<file path="config.mk">
export PLATFORM = sky130hd
export DESIGN_NAME = fetch_stage
export DESIGN_NICKNAME = d
export VERILOG_FILES = /design/src/rtl/fetch_stage.sv
export SDC_FILE = /design/constraint.sdc
export NUM_CORES = 1
export LEC_CHECK = 0
export ABC_AREA = 1
export BUFFER_PORTS_ARGS = -buffer_cell sky130_fd_sc_hd__buf_2
export CORE_ASPECT_RATIO = 0.8
export CORE_UTILIZATION = 45
export CTS_CLUSTER_SIZE = 12
export DETAILED_ROUTE_END_ITERATION = 8
export GPL_TIMING_DRIVEN = 0
export HOLD_SLACK_MARGIN = 0.06
export MAX_ROUTING_LAYER = met4
export PLACE_DENSITY_LB_ADDON = 0.2
export SLEW_MARGIN = 20
export SYNTH_ARGS = -nofsm -noshare
export SYNTH_HDL_FRONTEND = slang
export SYNTH_SLANG_ARGS = --single-unit
</file>
<file path="constraint.sdc">
create_clock -name clk -period 1.6 [get_ports clk]
set_input_delay 0 -clock clk [delete_from_list [all_inputs] [get_ports clk]]
set_output_delay 0 -clock clk [all_outputs]
set_load 0.02 [all_outputs]
</file>
<file path="src/rtl/fetch_stage.sv">
// Instruction-fetch stage: owns the PC, runs the imem request/valid handshake,
// assembles opcode+immediate pairs and loads the IF/ID register feeding decode.
module fetch_stage #(
    parameter int                  PC_WIDTH     = 16,
    parameter logic [PC_WIDTH-1:0] RESET_VECTOR = '0,
    parameter logic [4:0]          IMM_OPCODE   = 5'b10100
) (
    input  logic                clk,
    input  logic                reset,
    input  logic                stall,
    input  logic                jump_occured,
    input  logic [PC_WIDTH-1:0] jump_target,
    output logic                imem_req,
    output logic [PC_WIDTH-1:0] imem_addr,
    input  logic [15:0]         imem_data,
    input  logic                imem_valid,
    output logic [15:0]         instruction,
    output logic [15:0]         immediate,
    output logic [PC_WIDTH-1:0] pc_plus1,
    output logic                instr_valid
);

    typedef enum logic {S_OP, S_IMM} state_t;

    state_t              state_q, state_d;
    logic [PC_WIDTH-1:0] pc_q, pc_d;
    logic [PC_WIDTH-1:0] pc_inc;
    logic [15:0]         op_buf_q, op_buf_d;
    logic [15:0]         instr_q, instr_d;
    logic [15:0]         imm_q, imm_d;
    logic [PC_WIDTH-1:0] pcp1_q, pcp1_d;
    logic                valid_q, valid_d;
    logic                accept;

    assign imem_req    = reset & ~stall & ~jump_occured;
    assign imem_addr   = pc_q;
    assign accept      = imem_req & imem_valid;
    assign pc_inc      = pc_q + PC_WIDTH'(1);

    assign instruction = instr_q;
    assign immediate   = imm_q;
    assign pc_plus1    = pcp1_q;
    assign instr_valid = valid_q;

    always_comb begin
        // NOTE: every next-state value defaults to "hold" first, so no path can infer a latch.
        state_d  = state_q;
        pc_d     = pc_q;
        op_buf_d = op_buf_q;
        instr_d  = instr_q;
        imm_d    = imm_q;
        pcp1_d   = pcp1_q;
        valid_d  = valid_q;

        // Redirect beats stall and any returned word; a half-fetched pair is dropped.
        if (jump_occured) begin
            pc_d     = jump_target;
            state_d  = S_OP;
            op_buf_d = '0;
            instr_d  = '0;
            valid_d  = 1'b0;
        end else if (stall) begin
            // everything held, imem_valid ignored
        end else if (accept) begin
            unique case (state_q)
                S_OP: begin
                    pc_d = pc_inc;
                    if (imem_data[15:11] == IMM_OPCODE) begin
                        op_buf_d = imem_data;
                        valid_d  = 1'b0;
                        state_d  = S_IMM;
                    end else begin
                        instr_d = imem_data;
                        pcp1_d  = pc_inc;
                        valid_d = 1'b1;
                    end
                end
                S_IMM: begin
                    instr_d = op_buf_q;
                    imm_d   = imem_data;
                    pc_d    = pc_inc;
                    pcp1_d  = pc_inc;
                    valid_d = 1'b1;
                    state_d = S_OP;
                end
                default: state_d = S_OP;
            endcase
        end else begin
            valid_d = 1'b0;
        end
    end

    // NOTE: sequential state uses non-blocking assignments so all registers update together.
    always_ff @(posedge clk or negedge reset) begin
        if (!reset) begin
            state_q  <= S_OP;
            pc_q     <= RESET_VECTOR;
            op_buf_q <= '0;
            instr_q  <= '0;
            imm_q    <= '0;
            pcp1_q   <= '0;
            valid_q  <= 1'b0;
        end else begin
            state_q  <= state_d;
            pc_q     <= pc_d;
            op_buf_q <= op_buf_d;
            instr_q  <= instr_d;
            imm_q    <= imm_d;
            pcp1_q   <= pcp1_d;
            valid_q  <= valid_d;
        end
    end

endmodule

</file>
==> results of run 1 <==
[flip-flops by register name, summed over array words and instances (netlist names)]
name,count
op_buf_q,16
immediate,16
state_q,1
instruction,16
imem_addr,16
pc_plus1,16
instr_valid,1
[per-stage QoR]
stage,util [%],std cells,instance area [um2],hold slack (ns)
after floorplan,-,472,3790,-0.296
after global placement,55.1,682,4440,0.221
after detailed placement,55.4,683,4460,0.0883
after global routing,63.1,732,5080,-0.390
final,63.1,732,5080,-0.423
after CTS,62.8,732,5060,-0.399
[synth_stat cells, types with 7 or more instances]
cell | instances | area share [%]
a21oi_1 | 15 | 2.0
clkbuf_1 | 9 | 0.89
nand2_1 | 156 | 15
dfrtp_1 | 82 | 54
inv_1 | 39 | 3.9
nor2_1 | 34 | 3.4
xor2_1 | 7 | 1.6
nand3_1 | 62 | 8.2
o21ai_0 | 25 | 3.3
buf_2 | 7 | 0.92
o21ai_1 | 13 | 1.7
[logic make-up (layout without fill, tap and decap cells)]
group	after synthesis	in the layout	share of synthesized area, %
AO/OA/AOI/OAI	56	56	7.82
adder cells (fa/ha/maj)	1	1	0.330
AND/OR/NAND/NOR	261	261	28.7
XOR/XNOR	8	8	1.85
flip-flops	82	82	54.1
buffers and inverters	64	216	7.26
[worst max path at each step]
stage / startpoint / to
6_report: imem_addr[1] / pc_plus1[6]
5_1_grt: state_q / instruction[9]
4_1_cts: imem_addr[0] / pc_plus1[6]
3_5_place_dp: reset / imem_addr[7]
3_3_place_gp: reset / imem_addr[10]
2_1_floorplan: imem_addr[1] / imem_addr[14]
[layout make-up]
type	count	area [um2]	share of cell area [%]
plain buffers	22	118	2.31
clock buffers	10	138	2.71
clock inverters	5	103	2.02
inverters	42	158	3.10
multi-input cells	326	1490	29.4
flip-flops and latches	82	2050	40.4
well taps	108	135	2.66
repair buffers	137	887	17.5
[per-layer routing]
metal,routed length (um),vias to the layer above,track usage [%]
li1,-,1796,-
met1,5040,1765,36.9
met2,4560,151,37.0
met3,724,16,5.15
met4,154,0,9.35
met5,0,-,-
[timing repair]
item / in CTS / in global routing
hold endpoints to repair: 138 / 52
resized for setup: 1 / 11
setup endpoints to repair: 12 / 27
[power by group through the flow]
stage	logic [mW]	clock network [mW]	registers, mW
finish	0.882	1.82	2.33
global route	0.974	1.93	2.36
CTS	0.877	1.85	2.33
detailed placement	0.804	0	2.37
global placement	0.787	0	2.37
floorplan	0.289	0	2.55
==> run summary, run 1 <==
RUN STATUS
----------------------------------------------------------------------------------
Run status                                                            complete, but fails checks
Violations in the final reports                                       negative hold slack

STA
----------------------------------------------------------------------------------
Setup Skew                                                              0.00877 ns
Final Max Slew Viols                                                             0
Final setup vio count                                                            0
Final period util                                                            90.7%
RSZ-0062 raised after global routing                                         false
Transition time at the pin with the least slew margin                     0.590 ns
Remaining max-slew budget at the tightest pin                                60.7%
Fmax                                                                       689 MHz
Minimum clock period                                                       1.45 ns
Count of final hold-check violations                                            52
Final setup margin                                                        0.148 ns
Worst hold slack                                                         -0.423 ns
Accumulated negative setup slack                                              0 ns

SYNTH
----------------------------------------------------------------------------------
Yosys reg bits                                                                  82
Warnings, synthesis                                                              0
EDFF count, synth                                                                0
Dominant synthesized flop cell                                             dfrtp_1
Synth Net Count                                                                510
Avg Inst Size Synth                                                       8.04 um2
Async S/R FF share, synth                                                     100%
Portion of the post-synthesis area used by sequential elements               54.1%
Syn Std Cell Area                                                         3790 um2
Number of instances in the synthesized netlist                                 472
Library cells used by synthesis                                                 24

FLOORPLANNING
----------------------------------------------------------------------------------
Chip height                                                                84.1 um
Starting utilization of the core area                                        47.1%
Number of core rows                                                             29
Die width                                                                   105 um
Standard cell core area                                                   8060 um2
Die area                                                                  8800 um2
Number of primary I/O pins                                                     103

DRT
----------------------------------------------------------------------------------
Detailed-routing iteration count for the pre-antenna-repair pass                 5
Detailed-route wire length per cell                                        14.3 um
Remaining design rule violation count                                            0
ANT nets after route                                                             0
Average via count per standard cell                                           5.09
Number of vias after detailed routing                                         3728
Wire length reported by the detailed router                               10500 um
DRC marker count from the first detailed-route iteration                       185

SETUP PATH
----------------------------------------------------------------------------------
Critical path class                                                        reg2reg
Number of cells traversed by the worst register-to-register path                 6
CP Buf/Inv Count                                                                 0
Path length in cells of the critical path                                        6
Data arrival time at the worst-slack endpoint                              1.75 ns
CP Data Required Time                                                      1.90 ns
Most common cell on crit path                                              nand2_1
Startpoint Class                                                         flip-flop
Max stage delay cell, worst path                                           dfrtp_1
Endpoint kind of the worst setup timing path                             flip-flop
End of the worst register-to-register path                             pc_plus1[6]
Origin of the critical flop-to-flop path                              imem_addr[1]
CP delay by family, top                                               simple AND/OR/NAND/NOR gates
Crit path cell chain                                                  ha_2, nand3_1, nor2_4, xor2_1, nand2_1, nand2_1
CP Max Fanout                                                                    5
CP peak stage delay                                                        0.41 ns
Flop-to-flop setup slack                                                   0.15 ns

CLOCK TREE
----------------------------------------------------------------------------------
Count of buffers added by post-CTS timing repair for setup                       0
Post-cts hold buffer count                                                      34
Number of clock sinks                                                           82
Clock transition at the registers of the reported paths                    0.09 ns
TritonCTS buffer count                                                           9
Root Buffer Master                                                        clkbuf_8
Clock latency on the worst-skew pair                                       0.36 ns
Number of buffers between clock root and the deepest sink                        2
CTS H-tree depth                                                                 3
TritonCTS clock tree                                                          done

PWR
----------------------------------------------------------------------------------
Leakage power summed over all cells                                        2.79 nW
Total power draw                                                           5.04 mW
Pwr/cell area                                                           991 nW/um2
Relative contribution of combinational cells to total power                  17.5%
Register share of total power                                                46.3%
Worst VDD drop                                                          0.000515 V
Power Internal                                                             3.61 mW
Net switching power                                                        1.42 mW
Fraction of power spent switching nets                                       28.3%
Power share of the clock group                                               36.2%

GLOBAL ROUTING
----------------------------------------------------------------------------------
Antenna violations before repair                                                 0
GRT Util Overall                                                             26.0%
First-pass GRT wire length                                                17400 um
Via count of the first global-routing pass                                    3552
Pin count of the biggest net entering global routing                            54
Sum of overflow across all layers after global routing                           0

CELLS AND AREA
----------------------------------------------------------------------------------
# nets final                                                                   658
Antenna diode count                                                              0
Filler cell count                                                              742
Share of layout cells above drive strength 1                                 23.7%
Commonest cells after routing, fill and taps aside                    nand2_1 (154), buf_2 (108), dfrtp_1 (81), nand3_1 (62), inv_1 (39)
Signed area change from the synthesized netlist to the final layout          34.0%
Most common cell after layout, fill and taps aside                         nand2_1

PLACE
----------------------------------------------------------------------------------
Final HPWL DP                                                              7290 um
Port Buf Inserts                                                               102
Setup slack after placement                                              -0.489 ns
Placer Congestion                                                            0.865

JOB
----------------------------------------------------------------------------------
Max Cap Violations                                                               0

WORST HOLD PATH
----------------------------------------------------------------------------------
Class of the most critical hold timing path                               in2async

Power figures use the tool's default switching activity.
==> run 2: changes to the inputs <==
- CTS_BUF_LIST: default -> sky130_fd_sc_hd__clkbuf_16
==> run 2 against run 1 <==
The run still ends with negative hold slack left. Largest power group unchanged. Setup slack lost 0.048 ns. First-iteration DRC count grew 38%. Routed wire length is essentially flat. Combinational power is essentially flat. Global-route usage is essentially flat. Clock power grew 27%. Clock skew shrank 0.00052 ns.
==> run summary, run 2 (same netlist as run 1, synthesis figures left out) <==
CELLS AND AREA
----------------------------------------------------------------------------------
Most common cell after layout, fill and taps aside                         nand2_1
Area of all placed cells without fillers                                  5170 um2   +1.6%
Share of layout cells above drive strength 1                                 23.4%   -0.32 points
Signed area change from the synthesized netlist to the final layout          36.2%
Reg area                                                                  2050 um2   unchanged
# nets final                                                                   658   unchanged
Filler cell count                                                              730   -1.6%
Antenna diode count                                                              0   unchanged
Footprint of the multi-input gates                                        1480 um2   -0.59%
Commonest cells after routing, fill and taps aside                    nand2_1 (154), buf_2 (108), dfrtp_1 (81), nand3_1 (62), inv_1 (39)

SETUP PATH
----------------------------------------------------------------------------------
Startpoint Class                                                         flip-flop
CP Max Fanout                                                                    5   unchanged
Flop-to-flop setup slack                                                   0.10 ns   -0.05 ns
End of the worst register-to-register path                             pc_plus1[6]
Endpoint kind of the worst setup timing path                             flip-flop
Data arrival time at the worst-slack endpoint                              1.77 ns   +0.02 ns
Critical path class                                                        reg2reg
Origin of the critical flop-to-flop path                              imem_addr[1]
Number of cells traversed by the worst register-to-register path                 6   unchanged
CP Data Required Time                                                      1.87 ns   -0.03 ns

GLOBAL ROUTING
----------------------------------------------------------------------------------
Via count of the first global-routing pass                                    3539   -0.37%
Antenna violations before repair                                                 0   unchanged
GRT Util Overall                                                             25.9%   -0.040 points
Pin count of the biggest net entering global routing                            54   unchanged
Most congested layer reported by global routing                               met1
GR Util met2                                                                 36.8%   -0.12 points
Sum of overflow across all layers after global routing                           0   unchanged
Fraction of met3 tracks used by global routing                               5.85%   +0.70 points
First-pass GRT wire length                                                17400 um   -0.16%
Global Route met1 Usage                                                      37.2%   +0.34 points

PWR
----------------------------------------------------------------------------------
Total power draw                                                           5.55 mW   +10%
Leakage power summed over all cells                                        2.83 nW   +1.4%
Pwr/cell area                                                          1070 nW/um2   +8.3%
Worst VDD drop                                                          0.000561 V   +8.9%

DRT
----------------------------------------------------------------------------------
Detailed-route wire length per cell                                        14.3 um   about the same
Number of vias after detailed routing                                         3746   +0.48%
Wire length reported by the detailed router                               10500 um   about the same
Average via count per standard cell                                           5.12   +0.48%
Remaining design rule violation count                                            0   unchanged
ANT nets after route                                                             0   unchanged
Detailed-routing iteration count for the pre-antenna-repair pass                 5   unchanged
DRC marker count from the first detailed-route iteration                       256   +38%

WORST HOLD PATH
----------------------------------------------------------------------------------
Class of the most critical hold timing path                               in2async

FLOORPLANNING
----------------------------------------------------------------------------------
Die width                                                                   105 um   unchanged
Die area                                                                  8800 um2   unchanged
Chip height                                                                84.1 um   unchanged
Standard cell core area                                                   8060 um2   unchanged
Number of primary I/O pins                                                     103   unchanged
Starting utilization of the core area                                        47.1%   unchanged
Number of core rows                                                             29   unchanged

STA
----------------------------------------------------------------------------------
Fmax                                                                       667 MHz   -3.2%
Remaining max-slew budget at the tightest pin                                63.6%   +3.0 points
Final setup margin                                                        0.101 ns   -0.0476 ns
Final setup vio count                                                            0   unchanged
Final period util                                                            93.7%   +3.0 points
Minimum clock period                                                       1.50 ns   +0.0476 ns
Worst hold slack                                                         -0.396 ns   +0.0271 ns
Setup Skew                                                              0.00824 ns   -0.000521 ns
Final Max Slew Viols                                                             0   unchanged
Count of final hold-check violations                                            52   unchanged
Accumulated negative setup slack                                              0 ns   unchanged
Transition time at the pin with the least slew margin                     0.545 ns   -0.0444 ns
RSZ-0062 raised after global routing                                         false

RUN STATUS
----------------------------------------------------------------------------------
Violations in the final reports                                       negative hold slack
Run status                                                            complete, but fails checks

CLOCK TREE
----------------------------------------------------------------------------------
TritonCTS clock tree                                                          done
Clock latency on the worst-skew pair                                       0.34 ns   -0.02 ns
CTS H-tree depth                                                                 3   unchanged
Post-cts hold buffer count                                                      34   unchanged
Count of buffers added by post-CTS timing repair for setup                       0   unchanged
Clock transition at the registers of the reported paths                    0.06 ns   -0.03 ns
Number of buffers between clock root and the deepest sink                        2   unchanged
Number of clock sinks                                                           82   unchanged
Root Buffer Master                                                       clkbuf_16
TritonCTS buffer count                                                           9   unchanged

PLACE
----------------------------------------------------------------------------------
Placer Congestion                                                            0.865   unchanged
Final HPWL DP                                                              7290 um   unchanged
Setup slack after placement                                              -0.489 ns   unchanged
Port Buf Inserts                                                               102   unchanged
Placed cell areas                                                         4460 um2   unchanged

JOB
----------------------------------------------------------------------------------
Max Cap Violations                                                               0   unchanged

-- run 2: changes by cell type in the layout (fill, tap and decap cells not counted), sizes merged --
cell / before / now
clkbuf: 19 / 18
clkinv: 1 / 2
-- run 2: what timing repair did --
item	4_1_cts	5_1_grt
endpoints found under the hold margin	127	52
resized for setup	1	9
endpoints found under the setup margin	37	28
-- run 2: how the worst max path moves through the flow --
stage / start / end / slack [ns] / depth (start not counted)
6_report: imem_addr[1] / pc_plus1[6] / 0.10 / 6
5_1_grt: imem_addr[1] / pc_plus1[6] / 0.008 / 6
4_1_cts: imem_addr[0] / imem_addr[12] / 0.04 / 7
3_5_place_dp: reset / imem_addr[7] / -0.49 / 9
3_3_place_gp: reset / imem_addr[10] / -1.15 / 8
2_1_floorplan: imem_addr[1] / imem_addr[14] / 0.17 / 8
-- run 2: critical path, stage by stage (launching register included) --
cell,delay (ns)
dfrtp_1,0.42
ha_2,0.23
nand3_1,0.15
nor2_2,0.21
xor2_1,0.25
nand2_1,0.10
nand2_1,0.07
-- run 2: layout make-up --
class	instances	area share [%]
buffer	22	2.28
clock buffer	9	4.36
clock inverter	6	2.06
inverter	42	3.05
multi-input combinational	326	28.7
sequential	82	39.7
tap	108	2.62
timing repair buffer	137	17.2
-- run 2: where the power goes --
| part | internal, mW | switching, mW | total [mW] |
|---|---|---|---|
| Clock | 1.51 | 0.816 | 2.32 |
| Combinational | 0.327 | 0.553 | 0.880 |
| Sequential | 2.22 | 0.118 | 2.34 |
-- run 2: metal layers --
layer  vias to the layer above  wire [um]
met1                      1787       5030
met3                        12        715
met4                         0        104
met2                       143       4640
li1                       1804          -
met5                         -          0
-- run 2: per-stage QoR --
step	std cells	utilization, %
3_3_place_gp	682	55.1
4_1_cts	732	63.9
5_1_grt	732	64.1
2_1_floorplan	472	-
6_report	732	64.1
3_5_place_dp	683	55.4
==> run 3: changes to the inputs <==
- GPL_TIMING_DRIVEN: 0 -> default
==> run 3 against run 2 <==
The flow now finishes without violations. Count of clock-buffer cells in the layout is the same. Sequential share of layout area increased by 0.57 points. First-iteration DRC count decreased by 27%. Setup slack gained 0.040 ns. Design area down 1.4%. Clock skew rose by 0.00054 ns. Critical path depth increased by 2. Largest cell class unchanged.
==> run summary, run 3 (same netlist as run 1, synthesis figures left out) <==
PLACE
----------------------------------------------------------------------------------
Post-placement cell count                                                      674   -1.3%
Setup slack after placement                                               0.134 ns   +0.623 ns
Final HPWL DP                                                              6420 um   -12%
Placed cell areas                                                         4430 um2   -0.67%
Placer Congestion                                                            0.840   -2.9%
Port Buf Inserts                                                               102   unchanged

CLOCK TREE
----------------------------------------------------------------------------------
TritonCTS clock tree                                                          done
Number of clock sinks                                                           82   unchanged
CTS H-tree depth                                                                 3   unchanged
Root Buffer Master                                                       clkbuf_16
TritonCTS buffer count                                                           9   unchanged
Clock transition at the registers of the reported paths                    0.06 ns   about the same
Count of buffers added by post-CTS timing repair for setup                       0   unchanged
Clock latency on the worst-skew pair                                       0.34 ns   about the same
Number of buffers between clock root and the deepest sink                        2   unchanged

SETUP PATH
----------------------------------------------------------------------------------
CP Max Fanout                                                                    5   unchanged
CP Data Required Time                                                      1.83 ns   -0.04 ns
Flop-to-flop setup slack                                                   0.14 ns   +0.04 ns
Startpoint Class                                                         flip-flop
End of the worst register-to-register path                            imem_addr[14]
Number of cells traversed by the worst register-to-register path                 8   +2
Origin of the critical flop-to-flop path                              imem_addr[1]
Endpoint kind of the worst setup timing path                             flip-flop
Data arrival time at the worst-slack endpoint                              1.69 ns   -0.08 ns
Critical path class                                                        reg2reg

PWR
----------------------------------------------------------------------------------
Leakage power summed over all cells                                        2.81 nW   -0.56%
Total power draw                                                           5.26 mW   -5.2%
Register share of total power                                                44.4%   +2.2 points
Power Internal                                                             3.75 mW   -7.5%
Worst VDD drop                                                          0.000537 V   -4.3%
Fraction of power spent switching nets                                       28.6%   +1.8 points
Relative contribution of combinational cells to total power                  16.6%   +0.7 points
Net switching power                                                        1.51 mW   +1.2%
Power share of the clock group                                               39.0%   -2.9 points
Pwr/cell area                                                          1030 nW/um2   -3.8%

STA
----------------------------------------------------------------------------------
Setup Skew                                                              0.00878 ns   +0.000540 ns
Minimum clock period                                                       1.46 ns   -0.0400 ns
Remaining max-slew budget at the tightest pin                                61.7%   -2.0 points
Worst hold slack                                                          0.170 ns   +0.565 ns
Count of final hold-check violations                                             0   -100%
Transition time at the pin with the least slew margin                     0.575 ns   +0.0299 ns
Accumulated negative setup slack                                              0 ns   unchanged
Final setup vio count                                                            0   unchanged
Final period util                                                            91.2%   -2.5 points
Fmax                                                                       685 MHz   +2.7%
Final Max Slew Viols                                                             0   unchanged
Final setup margin                                                        0.141 ns   +0.0400 ns

FLOORPLANNING
----------------------------------------------------------------------------------
Standard cell core area                                                   8060 um2   unchanged
Die width                                                                   105 um   unchanged
Number of primary I/O pins                                                     103   unchanged
Number of core rows                                                             29   unchanged
Starting utilization of the core area                                        47.1%   unchanged
Chip height                                                                84.1 um   unchanged
Die area                                                                  8800 um2   unchanged

DRT
----------------------------------------------------------------------------------
Number of vias after detailed routing                                         3599   -3.9%
DRC marker count from the first detailed-route iteration                       186   -27%
Average via count per standard cell                                           4.97   -2.9%
Detailed-routing iteration count for the pre-antenna-repair pass                 4   -1
Wire length reported by the detailed router                                9770 um   -6.9%
ANT nets after route                                                             0   unchanged
Remaining design rule violation count                                            0   unchanged
Detailed-route wire length per cell                                        13.5 um   -5.8%

CELLS AND AREA
----------------------------------------------------------------------------------
# nets final                                                                   649   -1.4%
Antenna diode count                                                              0   unchanged
Signed area change from the synthesized netlist to the final layout          34.3%
Commonest cells after routing, fill and taps aside                    nand2_1 (154), buf_2 (101), dfrtp_1 (81), nand3_1 (62), inv_1 (40)
Final cell count without fillers                                               724   -1.1%
Area of all placed cells without fillers                                  5090 um2   -1.4%
Most common cell after layout, fill and taps aside                         nand2_1
Utilization of the core after routing                                        63.2%   -0.90 points
Share of layout cells above drive strength 1                                 23.7%   +0.30 points

GLOBAL ROUTING
----------------------------------------------------------------------------------
Via count of the first global-routing pass                                    3459   -2.3%
Antenna violations before repair                                                 0   unchanged
Pin count of the biggest net entering global routing                            46   -15%
GR Util met2                                                                 37.5%   +0.66 points
GRT Util Overall                                                             24.9%   -0.99 points
Most congested layer reported by global routing                               met2
First-pass GRT wire length                                                16700 um   -3.8%
Global Route met1 Usage                                                      33.5%   -3.7 points
Sum of overflow across all layers after global routing                           0   unchanged
Fraction of met3 tracks used by global routing                               5.31%   -0.55 points

WORST HOLD PATH
----------------------------------------------------------------------------------
WHS Endpoint                                                          immediate[13]
Worst Hold Launch                                                       imem_valid
Hold-critical path depth                                                         5
Class of the most critical hold timing path                                 in2reg

RUN STATUS
----------------------------------------------------------------------------------
Run status                                                               completed

JOB
----------------------------------------------------------------------------------
Max Cap Violations                                                               0   unchanged

==> run 3: timing repair <==
item / CTS / global route
resized for setup: 0 / 9
endpoints found under the hold margin: 127 / 0
hold buffers: 34 / 0
setup endpoints to repair: 0 / 33
==> run 3: power groups by stage <==
| stage | registers, mW | clock network, mW | logic, mW |
|---|---|---|---|
| 2_1_floorplan | 2.55 | 0 | 0.289 |
| 3_3_place_gp | 2.37 | 0 | 0.802 |
| 3_5_place_dp | 2.37 | 0 | 0.805 |
| 4_1_cts | 2.33 | 2.08 | 0.873 |
| 5_1_grt | 2.36 | 2.17 | 0.980 |
| 6_report | 2.34 | 2.05 | 0.874 |
==> run 3: area by class of cell <==
type | instances | area (um2)
clock buffers | 9 | 225
clock inverters | 7 | 70.1
fillers | 719 | 2960
inverters | 42 | 160
multi-input cells | 326 | 1490
flip-flops and latches | 82 | 2050
well taps | 108 | 135
repair buffers | 150 | 958
==> run 3: worst max path at each step <==
stage / start / end / slack, ns / cells past startpoint
final: imem_addr[1] / imem_addr[14] / 0.14 / 8
after global routing: imem_addr[1] / imem_addr[10] / -0.01 / 8
after CTS: imem_data[12] / op_buf_q[0] / 0.09 / 8
after detailed placement: imem_addr[0] / imem_addr[8] / 0.13 / 7
after global placement: imem_addr[2] / pc_plus1[9] / 0.15 / 6
after floorplan: imem_addr[1] / imem_addr[14] / 0.17 / 8
==> run 3: per-layer routing <==
metal	part of all wire [%]	vias to the layer above	routed length, um
met5	0	-	0
met3	6.0	11	585
li1	-	1775	-
met2	46	118	4480
met1	47	1695	4590
met4	1.1	0	107
==> run 3: worst max-delay path, stage by stage, from the launching register on <==
cell     delay [ns]
dfrtp_1        0.40
ha_2           0.22
nand3_1        0.12
nor2_1         0.25
nand3_1        0.11
nand2_1        0.07
nand2_1        0.06
nand2_1        0.06
nand2_1        0.05
